File: config.mk
export PLATFORM = sky130hd
export DESIGN_NAME = branch_predictor_table_arbiter_flat
export DESIGN_NICKNAME = d
export VERILOG_FILES = /design/src/rtl/branch_predictor_table_arbiter_if.sv /design/src/rtl/branch_predictor_table_arbiter.sv /design/src/flat_wrapper.sv
export SDC_FILE = /design/constraint.sdc
export NUM_CORES = 1
export LEC_CHECK = 0
export ABC_AREA = 1
export CORE_ASPECT_RATIO = 0.6
export CORE_MARGIN = 1
export CORE_UTILIZATION = 55
export CTS_CLUSTER_SIZE = 25
export DETAILED_ROUTE_END_ITERATION = 10
export PLACE_DENSITY = 0.89
export SLEW_MARGIN = 20
export SYNTH_ARGS = -nofsm -noshare
export SYNTH_HDL_FRONTEND = slang
export SYNTH_SLANG_ARGS = --single-unit
File: constraint.sdc
create_clock -name clk -period 6 [get_ports clk]
set_input_delay 1.2 -clock clk [delete_from_list [all_inputs] [get_ports clk]]
set_output_delay 1.2 -clock clk [all_outputs]
set_load 0.01 [all_outputs]
File: src/rtl/branch_predictor_table_arbiter_if.sv
// rtl/branch_predictor_table_arbiter_if.sv - lookup/predict/update handshake bundle for the predictor table arbiter
interface branch_predictor_table_arbiter_if #(
  parameter int PC_WIDTH = 16
);
  logic                LookupValid;
  logic [PC_WIDTH-1:0] LookupPC;
  logic                LookupReady;
  logic                PredictValid;
  logic                PredictTaken;
  logic [1:0]          PredictState;
  logic                UpdateValid;
  logic [PC_WIDTH-1:0] UpdatePC;
  logic                UpdateTaken;
  logic                UpdatePredicted;
  logic                UpdateReady;

  // Requester side: front-end lookups and back-end resolve updates.
  modport master (
    output LookupValid, LookupPC, UpdateValid, UpdatePC, UpdateTaken, UpdatePredicted,
    input  LookupReady, PredictValid, PredictTaken, PredictState, UpdateReady
  );

  // Table side.
  modport slave (
    input  LookupValid, LookupPC, UpdateValid, UpdatePC, UpdateTaken, UpdatePredicted,
    output LookupReady, PredictValid, PredictTaken, PredictState, UpdateReady
  );
endinterface

File: src/rtl/branch_predictor_table_arbiter.sv
// rtl/branch_predictor_table_arbiter.sv - single-port 2-bit counter table with lookup/update arbitration; stats under BRANCH_PREDICTOR_STATS_EN
module branch_predictor_table_arbiter #(
  parameter int         ENTRIES    = 64,
  parameter int         INDEX_W    = 6,
  parameter int         PC_WIDTH   = 16,
  parameter int         IDX_LSB    = 1,
  parameter logic [1:0] INIT_STATE = 2'b01
) (
  input  logic                              clk,
  input  logic                              rst,
  input  logic                              FlushReq,
  branch_predictor_table_arbiter_if.slave   bus,
  output logic                              ClearBusy,
  output logic [15:0]                       MispredictCount,
  output logic [15:0]                       UpdateCount
);

  localparam logic [0:0] ST_CLEAR = 1'b0;
  localparam logic [0:0] ST_RUN   = 1'b1;

  logic [0:0]         state;
  logic [INDEX_W-1:0] clr_idx;
  logic               wb_pending;
  logic [INDEX_W-1:0] wb_idx;
  logic [1:0]         wb_data;
  logic               rr_ptr;        // 0: lookup wins next tie, 1: update wins
  logic [1:0]         table_mem [ENTRIES];

  logic [INDEX_W-1:0] lookup_idx;
  logic [INDEX_W-1:0] update_idx;
  logic               run_free;
  logic               both_valid;
  logic               lookup_acc;
  logic               update_acc;
  logic [INDEX_W-1:0] rd_idx;
  logic [1:0]         rd_data;
  logic [1:0]         next_ctr;
  logic               wr_en;
  logic [INDEX_W-1:0] wr_idx;
  logic [1:0]         wr_data;

  // PC bits outside the index window alias silently; UpdatePredicted only feeds stats.
  logic unused_bits;
  assign unused_bits = ^{bus.LookupPC, bus.UpdatePC, bus.UpdatePredicted};

  assign lookup_idx = bus.LookupPC[IDX_LSB +: INDEX_W];
  assign update_idx = bus.UpdatePC[IDX_LSB +: INDEX_W];

  // The port is free only in RUN with no write-back owed and no flush this cycle.
  assign run_free   = (state == ST_RUN) && !wb_pending && !FlushReq;
  assign both_valid = bus.LookupValid && bus.UpdateValid;

  assign bus.LookupReady = run_free && (!bus.UpdateValid || !rr_ptr);
  assign bus.UpdateReady = run_free && (!bus.LookupValid || rr_ptr);
  assign lookup_acc      = bus.LookupValid && bus.LookupReady;
  assign update_acc      = bus.UpdateValid && bus.UpdateReady;

  assign ClearBusy        = (state == ST_CLEAR);
  assign bus.PredictTaken = bus.PredictState[1];

  // Single read port, steered to whichever requester holds the grant.
  assign rd_idx  = update_acc ? update_idx : lookup_idx;
  assign rd_data = table_mem[rd_idx];

  // Modified two-bit transition: taken jumps straight into the taken half.
  always_comb begin
    next_ctr = 2'b00;
    if (bus.UpdateTaken) next_ctr = {1'b1, |rd_data};
    else                 next_ctr = {1'b0, &rd_data};
  end

  // Write port: clear walk or the write-back half of an update; a flush kills the write-back.
  always_comb begin
    wr_en   = 1'b0;
    wr_idx  = wb_idx;
    wr_data = wb_data;
    if (state == ST_CLEAR) begin
      wr_en   = 1'b1;
      wr_idx  = clr_idx;
      wr_data = INIT_STATE;
    end else if (wb_pending && !FlushReq) begin
      wr_en = 1'b1;
    end
  end

  // Counter storage; contents are meaningless until a clear walk finishes.
  always_ff @(posedge clk) begin
    if (wr_en) table_mem[wr_idx] <= wr_data;
  end

  // Sequencing: clear walk, arbitration pointer, write-back slot and prediction register.
  always_ff @(posedge clk or posedge rst) begin
    if (rst) begin
      state            <= ST_CLEAR;
      clr_idx          <= '0;
      wb_pending       <= 1'b0;
      wb_idx           <= '0;
      wb_data          <= 2'b00;
      rr_ptr           <= 1'b0;
      bus.PredictValid <= 1'b0;
      bus.PredictState <= 2'b00;
    end else if (FlushReq) begin
      state            <= ST_CLEAR;
      clr_idx          <= '0;
      wb_pending       <= 1'b0;
      bus.PredictValid <= 1'b0;
    end else begin
      bus.PredictValid <= 1'b0;
      if (state == ST_CLEAR) begin
        clr_idx <= clr_idx + 1'b1;
        if (clr_idx == INDEX_W'(ENTRIES - 1)) state <= ST_RUN;
      end else begin
        wb_pending       <= update_acc;
        bus.PredictValid <= lookup_acc;
        if (update_acc) begin
          wb_idx  <= update_idx;
          wb_data <= next_ctr;
        end
        if (lookup_acc) bus.PredictState <= rd_data;
        if (run_free && both_valid) rr_ptr <= ~rr_ptr;
      end
    end
  end

`ifdef BRANCH_PREDICTOR_STATS_EN
  // Saturating resolve statistics, cleared by reset and flush.
  always_ff @(posedge clk or posedge rst) begin
    if (rst) begin
      UpdateCount     <= 16'h0000;
      MispredictCount <= 16'h0000;
    end else if (FlushReq) begin
      UpdateCount     <= 16'h0000;
      MispredictCount <= 16'h0000;
    end else if (update_acc) begin
      if (UpdateCount != 16'hFFFF) UpdateCount <= UpdateCount + 16'h0001;
      if ((bus.UpdatePredicted != bus.UpdateTaken) && (MispredictCount != 16'hFFFF))
        MispredictCount <= MispredictCount + 16'h0001;
    end
  end
`else
  assign UpdateCount     = 16'h0000;
  assign MispredictCount = 16'h0000;
`endif

endmodule

File: src/flat_wrapper.sv
// flat-port wrapper written by rule: the top's interface ports become plain ports
module branch_predictor_table_arbiter_flat 
#(
  parameter int         ENTRIES    = 64,
  parameter int         INDEX_W    = 6,
  parameter int         PC_WIDTH   = 16,
  parameter int         IDX_LSB    = 1,
  parameter logic [1:0] INIT_STATE = 2'b01
)
  (clk, rst, FlushReq, ClearBusy, MispredictCount, UpdateCount, bus_LookupValid, bus_LookupPC, bus_UpdateValid, bus_UpdatePC, bus_UpdateTaken, bus_UpdatePredicted, bus_LookupReady, bus_PredictValid, bus_PredictTaken, bus_PredictState, bus_UpdateReady);
  branch_predictor_table_arbiter_if #(.PC_WIDTH(PC_WIDTH)) bus_i ();
  input  logic clk;
  input  logic rst;
  input  logic FlushReq;
  output logic ClearBusy;
  output logic [15:0] MispredictCount;
  output logic [15:0] UpdateCount;
  input wire logic [$bits(bus_i.LookupValid)-1:0] bus_LookupValid;
  input wire logic [$bits(bus_i.LookupPC)-1:0] bus_LookupPC;
  input wire logic [$bits(bus_i.UpdateValid)-1:0] bus_UpdateValid;
  input wire logic [$bits(bus_i.UpdatePC)-1:0] bus_UpdatePC;
  input wire logic [$bits(bus_i.UpdateTaken)-1:0] bus_UpdateTaken;
  input wire logic [$bits(bus_i.UpdatePredicted)-1:0] bus_UpdatePredicted;
  output wire logic [$bits(bus_i.LookupReady)-1:0] bus_LookupReady;
  output wire logic [$bits(bus_i.PredictValid)-1:0] bus_PredictValid;
  output wire logic [$bits(bus_i.PredictTaken)-1:0] bus_PredictTaken;
  output wire logic [$bits(bus_i.PredictState)-1:0] bus_PredictState;
  output wire logic [$bits(bus_i.UpdateReady)-1:0] bus_UpdateReady;
  assign bus_i.LookupValid = bus_LookupValid;
  assign bus_i.LookupPC = bus_LookupPC;
  assign bus_i.UpdateValid = bus_UpdateValid;
  assign bus_i.UpdatePC = bus_UpdatePC;
  assign bus_i.UpdateTaken = bus_UpdateTaken;
  assign bus_i.UpdatePredicted = bus_UpdatePredicted;
  assign bus_LookupReady = bus_i.LookupReady;
  assign bus_PredictValid = bus_i.PredictValid;
  assign bus_PredictTaken = bus_i.PredictTaken;
  assign bus_PredictState = bus_i.PredictState;
  assign bus_UpdateReady = bus_i.UpdateReady;
  branch_predictor_table_arbiter #(.ENTRIES(ENTRIES), .INDEX_W(INDEX_W), .PC_WIDTH(PC_WIDTH), .IDX_LSB(IDX_LSB), .INIT_STATE(INIT_STATE)) u_core (.clk(clk), .rst(rst), .FlushReq(FlushReq), .bus(bus_i), .ClearBusy(ClearBusy), .MispredictCount(MispredictCount), .UpdateCount(UpdateCount));
endmodule
After elaboration in Yosys (flattened, before gate mapping) --
Memories as Yosys holds them, arrays and structs flattened. Index checks and enable logic that the tools add are counted.
Storage, ports and cells: ROM bits 0, bits in writable memories 128, input bits 39, memories kept 1, bits in registers 20, latch bits 0
Memory list:
- u_core.table_mem | depth 64, width 2, rd ports 1, clocked after memory_dff 0, wr ports 1, line branch_predictor_table_arbiter.sv:27 | logic [1:0] table_mem [ENTRIES];
Cells by class: shift-type cells 0, reduce and logical (&&, ||, !) cells 22, bitwise logic cells 3, multiplexer cells 17, $mul 0, equal/unequal tests 2, add/sub/neg operators 1, divide/modulo/power cells 0, order comparisons 0
Operator list (count):
- 2-to-1 mux 6 bit | 4
- 2-to-1 mux 1 bit | 11
- logical AND 1 bit | 9
- AND reduction 3 bit | 3
- adder 6 x 1 -> 6 bit, second input constant | 1
- == test 6 bit, second input constant | 1
- logical NOT 1 bit | 5
- 2-to-1 mux 2 bit | 2
- inverter 1 bit | 3
- logical OR 1 bit | 2
- != test 2 bit, second input constant | 1
- AND reduction 2 bit | 1
- nonzero test 2 bit | 1
- OR reduction 2 bit | 1

Depth between registers and ports, before layout --
An unclocked memory read counts as a cell.
word-level depth 9, mapped depth 20, gate-level depth less buffers 18

Worst setup path after synthesis --
OpenSTA, ideal clock, no wires.
path type input -> output, from input FlushReq, to output bus_LookupReady, path buffers 0, stages on the path 5, setup slack 3.032 ns, required time 4.800 ns, arrival 1.768 ns, cell sequence inv_2 nand2_2 nor2_4 inv_1 a21oi_1
Between the ends: cells in the longest elaborated chain, start to end 3
RTL lines:
- start: declaration | line flat_wrapper.sv:14 | input logic FlushReq;
- logical NOT 1 bit | line branch_predictor_table_arbiter.sv:50 | assign run_free = (state == ST_RUN) && !wb_pending && !FlushReq;
- logical AND 1 bit | line branch_predictor_table_arbiter.sv:50
- logical AND 1 bit | line branch_predictor_table_arbiter.sv:53 | assign bus.LookupReady = run_free && (!bus.UpdateValid || !rr_ptr);
- end: declaration | line flat_wrapper.sv:24 | output wire logic [$bits(bus_i.LookupReady)-1:0] bus_LookupReady;
No other way between the ends.

Worst setup path in the final report --
from input FlushReq, to register u_core.wb_data[0]
Between the ends: cells in the longest elaborated chain, start to end 8, elaborated cells between the ends (all ways) 11, those cells by class mux: 2; bitwise: 1; reduce/logical: 7; memory: 1
RTL lines:
- logical NOT 1 bit | line branch_predictor_table_arbiter.sv:50
- logical AND 1 bit | line branch_predictor_table_arbiter.sv:50
- logical AND 1 bit | line branch_predictor_table_arbiter.sv:54 | assign bus.UpdateReady = run_free && (!bus.LookupValid || rr_ptr);
- logical AND 1 bit | line branch_predictor_table_arbiter.sv:56 | assign update_acc = bus.UpdateValid && bus.UpdateReady;
- 2-to-1 mux 6 bit | line branch_predictor_table_arbiter.sv:62 | assign rd_idx = update_acc ? update_idx : lookup_idx;
- memory (64 x 2 bit)
- AND reduction 2 bit / OR reduction 2 bit (equally long branches) | line branch_predictor_table_arbiter.sv:69, branch_predictor_table_arbiter.sv:68
- 2-to-1 mux 2 bit | line branch_predictor_table_arbiter.sv:68 | if (bus.UpdateTaken) next_ctr = {1'b1, |rd_data};
- end signal: assignment | line branch_predictor_table_arbiter.sv:117 | wb_data <= next_ctr;
- end: declaration | line branch_predictor_table_arbiter.sv:25 | logic [1:0] wb_data;
Several ways; a longest one is shown, not always the timed one. A chain may end at the register's enable or synchronous reset.

==> flow_summary.yaml <==
worst_setup_path:
  r2r-start: "u_core.state$_DFF_PP0_"
  reg2reg_slack_ns: 2.41
  path_depth: 20
  slowest_delay_ns: 0.63
  crit_chain: "clkdlybuf4s50_1, inv_2, nand2_2, nor2_4, nand4_4, buf_4, nand2_2, inv_1, nand2_1, nand2_1, nand2_1, nand3_1, nand3_1, nand3_1, nand3_1, nand2_1, inv_2, nand2_1, nand3_1, nand2_1"
  worstReg2RegEnd: "u_core.wb_data[0]$_DFFE_PP0P_"
  startpoint_type: "input port"
  cp_max_fo: 44
  reg2reg_depth: 15
  cpMostUsedCell: "nand2_1"
  crit_required_ns: 6.37
  arrival_ns: 4.71
  crit_buf_inv: 5
  crit_slowest_cell: "inv_1"
  setup.worst_path.class: "in -> reg"
  crit_family: "buffers and inverters"
  cp-end-kind: "register"
sta:
  fin_crit_ns: 4.34
  max_slew.worst_pin.slew_ns: 1.01
  hold_ws_ns: 0.491
  setup-tns-final_ns: 0
  slew_headroom: 0.319
  max_freq_ghz: 0.230
  fin_crit_sh: 0.723
  rsz0062_at_grt: "no"
  maxSlewViolCount: 0
  setup_viol: 0
  finalClockSkew_ns: 0.00782
  hold_viol: 0
drt:
  drc: 0
  drt_wl_total_microns: 17200
  drt-vias-per-instance: 5.74
  wl_per_cell_microns: 18.1
  dr.pass1.iters: 5
  drt_iter0_markers: 732
  vias: 5456
  postRouteAntennaNets: 0
cells_and_area:
  drive_gt1_frac: 0.0705
  fin_util: 0.629
  fin_cells: 950
  nNetsFinal: 807
  layout-area-overhead-vs-synth_pct: 11.3
  insertedDiodeCount: 0
yosys:
  ys_ff_latch: 148
  synth-main-ff-cell: "edfxtp_1"
  synth_area_leaders: "edfxtp_1 53%, nand3_1 8.8%, nand2_1 7.1%, dfrtp_1 6.9%, inv_1 5.2%"
  synth_top_cell_by_area: "edfxtp_1"
  synthArstFlopShare: 0.135
  yosysUniqueCellTypes: 32
  ys_seq_area_frac: 0.598
  synthTopCellsByCount: "137 x nand2_1, 128 x edfxtp_1, 128 x nand3_1, 100 x inv_1, 66 x nor2_1"
  synth_top_area_frac: 0.529
  syn_area_per_cell_sq_um: 9.72
  yosysMostFrequentCell: "nand2_1"
  synth_enable_flop_cells: 128
  synthesis.area_sq_mm: 0.00727
  ys_warn_count: 0
  synthCells: 748
hold_path:
  hp-start: "u_core.wb_idx[4]$_DFFE_PP0P_"
  hold_path_end: "u_core.wb_idx[4]$_DFFE_PP0P_"
  hold_class: "reg -> reg"
  whs_path_depth: 2
placement:
  gp_congestion: 0.888
  dp_cells: 918
  hpwl_microns: 10500
  io_buffers: 24
clock_network:
  cts_buffers: 17
  cts_tree: "yes"
  clk_latency_ns: 0.43
  clkTransAtPathRegs_ns: 0.06
  clock_sinks: 148
  cts-root-buf: "clkbuf_16"
  postCtsHoldBufs: 0
  post_cts_buffers: 0
  ctsResizeCount: 0
  clk_path_buf_depth: 2
  h-tree-depth: 4
grt:
  gr-total-overflow: 0
  grt_max_degree: 65
  grt_pass1_wl_microns: 26900
  grt_usage: 0.270
  antenna_found_initial: 0
  grt_pass1_vias: 5198
run_status:
  outcome: "finished clean"
power:
  total_leakage_power_nw: 3.22
  irDropWorstVdd_uv: 228
  power_mw: 2.32
  p_sw_frac: 0.233
  p_int_mw: 1.78
  pwr-share-clk: 0.462
  combPwrFrac: 0.060
  p_switching_mw: 0.542
  p_seq_frac: 0.478
  p_per_area_mw_per_mm2: 287
floorplan:
  core_region_area_sq_mm: 0.0129
  fp.dieArea_sq_mm: 0.0137
  placement_rows: 32
  fp.dieW_microns: 150
  initial_core_util: 0.566
  ios: 78
  die_h_microns: 91.1
job:
  cap_violations: 0
flip-flops by register name (all words and copies together), names as in the netlist:
signal / count
u_core.bus.PredictState: 2
u_core.bus.PredictValid: 1
u_core.clr_idx: 6
u_core.rr_ptr: 1
u_core.state: 1
u_core.table_mem: 128
u_core.wb_data: 2
u_core.wb_idx: 6
u_core.wb_pending: 1
power groups by stage:
stage | clock network (mW) | registers (mW) | logic [mW]
global route | 1.12 | 1.11 | 0.150
finish | 1.07 | 1.11 | 0.139
CTS | 1.07 | 1.11 | 0.134
floorplan | 0 | 1.13 | 0.105
detailed placement | 0 | 1.13 | 0.131
global placement | 0 | 1.13 | 0.127
logic make-up (layout without fill, tap and decap cells):
kind of cell / Yosys count / after routing / share of synthesized area
xor gates and xnor gates: 2 / 2 / 0.00241
adders and majority gates: 1 / 1 / 0.00172
DFF: 148 / 148 / 0.598
buffers and inverters: 169 / 170 / 0.113
other: 1 / 32 / 0.000516
AOI/OAI and AO/OA: 27 / 27 / 0.0212
and+or+nand+nor: 400 / 400 / 0.264
routing by layer:
metal | wire length [microns] | GRT usage | up-vias
met2 | 7370 | 0.379 | 372
met4 | 617 | 0.130 | 0
met3 | 2340 | 0.106 | 72
met1 | 6910 | 0.366 | 2531
li1 | - | - | 2481
met5 | 0 | 0 | -
layout make-up:
type / count / area (sq um)
Clock buffer: 20 / 489
Inverter: 108 / 405
Sequential cell: 148 / 4340
Fill cell: 1000 / 4760
Clock inverter: 12 / 114
Multi-Input combinational cell: 462 / 2220
Timing Repair Buffer: 30 / 298
Tap cell: 170 / 213
metrics by stage:
stage,setup WS [ns],area [sq um]
finish,1.66,8090
global route,1.41,8090
CTS,1.72,8090
detailed placement,1.33,7480
global placement,1.37,7480
floorplan,3.03,7390
cells in the final DEF (no fill, tap or decap):
master             n
a21oi_1            9
buf_12             1
buf_4              5
bufinv_16          1
clkbuf_16         19
clkbuf_8           1
clkdlybuf4s50_1   24
clkinv_1           4
clkinv_2           2
clkinv_4           1
clkinvlp_4         4
conb_1            32
dfrtp_1           20
edfxtp_1         128
ha_1               1
inv_1             99
inv_2              5
inv_6              4
nand2_1          137
nand2_2            3
nand3_1          128
nand3b_1          40
nand4_1            8
nand4_4            2
nor2_1            66
nor2_4             2
nor3_1             5
nor4_1             6
o211ai_1           2
o21a_1             2
o21ai_0            8
o21ai_1            3
o21ai_2            2
o22ai_1            1
or2_2              2
or2_4              1
xnor2_1            1
xor2_1             1
worst min-delay path: stages, from the launching register on:
cell and delay [ns]:
dfrtp_1 0.34, nand2_1 0.05, nand2_1 0.06
how the worst max path moves through the flow:
stage,startpoint,to
final,FlushReq,u_core.wb_data[0]$_DFFE_PP0P_
after detailed placement,FlushReq,u_core.wb_data[0]$_DFFE_PP0P_
after floorplan,FlushReq,bus_LookupReady
after global placement,FlushReq,u_core.wb_data[0]$_DFFE_PP0P_
after global routing,FlushReq,u_core.wb_data[0]$_DFFE_PP0P_
after CTS,FlushReq,bus_LookupReady
Power figures use the tool's default switching activity.
